**src/rtl/dmem_ctrl.sv**
```systemverilog
// dmem_ctrl: fixed-latency data-memory controller between the core MEM port and a 64-bit sync RAM.
// Optional request checking (range/alignment -> bus_error) is built when DMEM_ERR_CHECK_EN is defined.
module dmem_ctrl #(
    parameter int unsigned RAM_AW       = 12,
    parameter int unsigned READ_LATENCY = 1,
    parameter logic [63:0] BASE_ADDR    = 64'h0
) (
    input  logic              clk,
    input  logic              rst,
    input  logic [63:0]       data_mem_addr,
    input  logic              data_mem_addr_valid,
    input  logic              data_mem_rw,
    input  logic [63:0]       data_mem_data_w,
    input  logic [7:0]        data_mem_byte_en,
    output logic [63:0]       data_mem_data_r,
    output logic              data_mem_ready,
    output logic              bus_error,
    output logic              ram_en,
    output logic [7:0]        ram_we,
    output logic [RAM_AW-1:0] ram_addr,
    output logic [63:0]       ram_wdata,
    input  logic [63:0]       ram_rdata
);

    typedef enum logic [1:0] {
        IDLE,
        ACCESS,
        WAIT,
        RESP
    } state_t;

    state_t            state_q;
    logic [2:0]        cnt_q;
    logic              rw_q;
    logic [63:0]       data_r_q;
    logic              ready_q;
    logic              bus_err_q;
    logic              ram_en_q;
    logic [7:0]        ram_we_q;
    logic [RAM_AW-1:0] ram_addr_q;
    logic [63:0]       ram_wdata_q;

    // Byte offset from the RAM base; wraps below BASE_ADDR.
    logic [63:0]       offs_d;
    logic [RAM_AW-1:0] word_d;
    logic              req_err_d;
    logic              unused_offs;

    assign offs_d      = data_mem_addr - BASE_ADDR;
    assign word_d      = offs_d[RAM_AW+2:3];
    assign unused_offs = ^{offs_d[63:RAM_AW+3], offs_d[2:0]};

`ifdef DMEM_ERR_CHECK_EN
    // One past the last mapped byte, kept 65 bits wide so it cannot wrap.
    localparam logic [64:0] LIMIT = {1'b0, BASE_ADDR} + (65'd8 << RAM_AW);

    logic below_d;
    logic above_d;
    logic misal_d;

    assign below_d   = data_mem_addr < BASE_ADDR;
    assign above_d   = {1'b0, data_mem_addr} >= LIMIT;
    assign misal_d   = (data_mem_addr[2:0] != 3'd0) &&
                       (data_mem_byte_en == 8'hFF);
    assign req_err_d = below_d | above_d | misal_d;
`else
    assign req_err_d = 1'b0;
`endif

    // Request FSM; every output is a register updated here.
    always_ff @(posedge clk or posedge rst) begin
        if (rst) begin
            state_q     <= IDLE;
            cnt_q       <= 3'd0;
            rw_q        <= 1'b0;
            data_r_q    <= 64'h0;
            ready_q     <= 1'b0;
            bus_err_q   <= 1'b0;
            ram_en_q    <= 1'b0;
            ram_we_q    <= 8'h0;
            ram_addr_q  <= '0;
            ram_wdata_q <= 64'h0;
        end else begin
            ready_q   <= 1'b0;
            bus_err_q <= 1'b0;
            ram_en_q  <= 1'b0;
            ram_we_q  <= 8'h0;
            unique case (state_q)
                IDLE: begin
                    if (data_mem_addr_valid) begin
                        if (req_err_d) begin
                            // Rejected: answer next cycle, RAM untouched.
                            state_q   <= RESP;
                            ready_q   <= 1'b1;
                            bus_err_q <= 1'b1;
                        end else begin
                            state_q    <= ACCESS;
                            rw_q       <= data_mem_rw;
                            ram_en_q   <= 1'b1;
                            ram_addr_q <= word_d;
                            if (data_mem_rw) begin
                                ram_we_q    <= data_mem_byte_en;
                                ram_wdata_q <= data_mem_data_w;
                            end
                        end
                    end
                end
                ACCESS: begin
                    if (rw_q) begin
                        state_q <= RESP;
                        ready_q <= 1'b1;
                    end else begin
                        state_q <= WAIT;
                        cnt_q   <= 3'(READ_LATENCY);
                    end
                end
                WAIT: begin
                    // Last WAIT cycle is when the RAM data is valid.
                    if (cnt_q <= 3'd1) begin
                        cnt_q    <= 3'd0;
                        state_q  <= RESP;
                        ready_q  <= 1'b1;
                        data_r_q <= ram_rdata;
                    end else begin
                        cnt_q <= cnt_q - 3'd1;
                    end
                end
                RESP: begin
                    state_q <= IDLE;
                end
            endcase
        end
    end

    assign data_mem_data_r = data_r_q;
    assign data_mem_ready  = ready_q;
    assign bus_error       = bus_err_q;
    assign ram_en          = ram_en_q;
    assign ram_we          = ram_we_q;
    assign ram_addr        = ram_addr_q;
    assign ram_wdata       = ram_wdata_q;

endmodule

```
**config.mk**
```make
export PLATFORM = sky130hd
export DESIGN_NAME = dmem_ctrl
export DESIGN_NICKNAME = d
export VERILOG_FILES = /design/src/rtl/dmem_ctrl.sv
export SDC_FILE = /design/constraint.sdc
export NUM_CORES = 1
export LEC_CHECK = 0
export BUFFER_PORTS_ARGS = -buffer_cell sky130_fd_sc_hd__buf_2
export CORE_MARGIN = 2
export CORE_UTILIZATION = 28
export CTS_CLUSTER_SIZE = 12
export DETAILED_ROUTE_END_ITERATION = 10
export SLEW_MARGIN = 10
export SYNTH_ARGS = -nofsm -noshare
export SYNTH_HDL_FRONTEND = slang
export SYNTH_SLANG_ARGS = --single-unit
```
**constraint.sdc**
```tcl
create_clock -name clk -period 13.5 [get_ports clk]
set_input_delay 2.025 -clock clk [delete_from_list [all_inputs] [get_ports clk]]
set_output_delay 2.025 -clock clk [all_outputs]
set_load 0.01 [all_outputs]
```
==> results.cfg <==
[cells_and_area]
layout-drive-gt1-share_pct = 47.0
num-nets-final = 1004
antenna_cells = 0
final_common_cell = buf_2
layout_common_cells = buf_2 (301), nand2_1 (196), dfrtp_1 (156), mux2_1 (38), mux2_2 (38)
area_delta_synth_final_pct = 40.6

[cts]
postCtsSetupBuffers = 0
htreeDepth = 4
insertion_delay_ns = 0.41
cts_resized = 0
cts.clk_slew.worst_paths_ns = 0.07
cts_sinks = 156
clockBufferDepth = 2
cts_tree = done
hold_buffers = 0
cts_buffers = 17
cts-root-buf = clkbuf_16

[synthesis]
synth_edf_count = 0
yosysSeqAreaShare_pct = 65.9
synthesis.nets = 704
synthArstFlopShare_pct = 100
synth_seq_cells = 156
synthCells = 495
synth.cell_area_mm2 = 0.00592
synth_area_per_cell_um2 = 12.0
ys_warn_count = 0
synth_flop_cell = dfrtp_1
ys_types = 28

[sta]
finalCritPeriodShare_pct = 23.6
period_minus_slack_ns = 3.19
setup_tns_ns = 0
layout_setup_ws_ns = 10.31
finClkSkew_ns = 0.00954
slew_viol_final = 0
clock.fmax_ghz = 0.314
final-setup-viol-count = 0
finalHoldViolCount = 0
whs_ns = 0.468
relSlewSlack_pct = 40.4
worstMarginPinSlew_ns = 0.894
rsz0062_at_grt = no

[drt]
routed_wl_um = 14100
m1WireLength_um = 5820
first_pass_iters = 5
drt_iter0_markers = 139
antenna_left = 0
drc = 0
vias = 4465
viasPerCell = 4.12
route.met2.wl_um = 6610
maxUsedRoutingLayer = met4
met3_length_um = 1450
wire_per_inst_um = 13.0

[critical_path]
crit_arrival_ns = 3.60
critPathBufInv = 3
crit_required_ns = 13.92
max_stage_delay_ns = 0.81
start_kind = input pin
cp_max_fo = 86
critPathSlowestCell = buf_4
critPathTopFamily = buffers and inverters
crit_chain = buf_2 > inv_6 > buf_4
endpoint_kind = asynchronous set/reset pin
critical_path_class = input pin to asynchronous set/reset pin

[power_and_ir_drop]
seqPwrFrac_pct = 39.0
power.share.switching_pct = 33.1
p_int_uw = 1340
switchingPower_uw = 664
peakVddDrop_mv = 0.0868
pwr-share-clk_pct = 25.7
cellLeakagePower_uw = 0.00448
combPwrFrac_pct = 35.3
cellPowerDensity_mw_per_mm2 = 241

[placed_design]
port_buffers = 301
dp_slack_ns = 9.76
globalplace.congestion = 0.748
place_hpwl_um = 10000

[outcome]
status = finished, final reports clean

[die]
start_util_pct = 28.3
die_h_um = 149
fp.dieArea_mm2 = 0.0223
pin_count = 355
rows = 53
fp.dieW_um = 149
coreArea_mm2 = 0.0209

[global_route]
grt_max_degree = 87
grtUsageTotal_pct = 12.6
grt_first_pass_wirelength_um = 21900
antenna_found_initial = 0
globalRouteOverflowTotal = 0
first_global_vias = 4287

[hold_path]
hold_class = flop to flop

[flow_run]
drv_cap = 0
## worst min-delay path: stages, from the launching register on
cell,delay (ns)
dfrtp_1,0.34
nand2_1,0.05
nand2_1,0.05
## layer usage
metal  vias to the layer above  track usage [%]
met3                        16             5.09
met5                         -                0
met4                         0             4.71
met2                       212             20.0
li1                       2196                -
met1                      2041             15.3
## cells by family after synthesis
kind of cell    synth area share [%]
compound gates                  1.44
fa+ha+maj                       1.06
buf+inv                         2.70
flops                           65.9
mux                             14.5
other cells                   0.0633
simple gates                    14.3
## power groups by stage
stage               combinational, uW  clock, uW  sequential, uW
finish                            708        517             782
global route                      786        559             814
CTS                               725        536             786
detailed placement                727          0             789
global placement                  715          0             785
floorplan                         320          0             896
## flip-flops by register name, summed over array words and instances (netlist names)
| signal | flops |
|---|---|
| data_mem_data_r | 64 |
| data_mem_ready | 1 |
| rw_q | 1 |
| ram_we | 8 |
| cnt_q | 3 |
| ram_addr | 12 |
| ram_wdata | 64 |
| ram_en | 1 |
| state_q | 2 |
## metrics by stage
| step | instance area [um^2] | total power, uW | util [%] | std cells |
|---|---|---|---|---|
| 2_1_floorplan | 5920 | 1220 | - | 495 |
| 4_1_cts | 8330 | 2050 | 39.9 | 1083 |
| 3_3_place_gp | 7680 | 1500 | 36.8 | 1051 |
| 6_report | 8330 | 2010 | 39.9 | 1083 |
| 5_1_grt | 8330 | 2160 | 39.9 | 1083 |
| 3_5_place_dp | 7680 | 1520 | 36.8 | 1051 |
## path summary, 6_finish.rpt
path | startpoint | to | slack [ns] | cells after the start
min in group asynchronous | rst | data_mem_data_r[26] | 1.74 | 2
max in group clk | ram_wdata[56] | ram_wdata[56] | 10.51 | 1
max | rst | data_mem_data_r[51] | 10.31 | 3
min | ram_wdata[62] | ram_wdata[62] | 0.47 | 2
min reg2reg | ram_wdata[62] | ram_wdata[62] | 0.47 | 2
max reg2reg | state_q[0] | data_mem_data_r[42] | 11.06 | 5
## layout make-up
type / count / area [um^2]
multi-input cells: 308 / 1870
repair buffers: 305 / 1540
flip-flops and latches: 156 / 3900
inverters: 7 / 31.3
fillers: 2074 / 12600
clock inverters: 12 / 184
well taps: 275 / 344
clock buffers: 20 / 457
## synth_stat cells, types with 3 or more instances
master      n  area share (%)
nand2_1   196              12
dfrtp_1   156              66
mux2_1     38             7.2
mux2_2     38             7.2
clkbuf_1   12            0.76
and2_1      8            0.85
inv_1       7            0.44
buf_2       5            0.42
ha_1        5             1.1
a21oi_1     4            0.34
buf_6       4            0.76
o21ai_0     3            0.25
(Power assumes the default switching activity.)
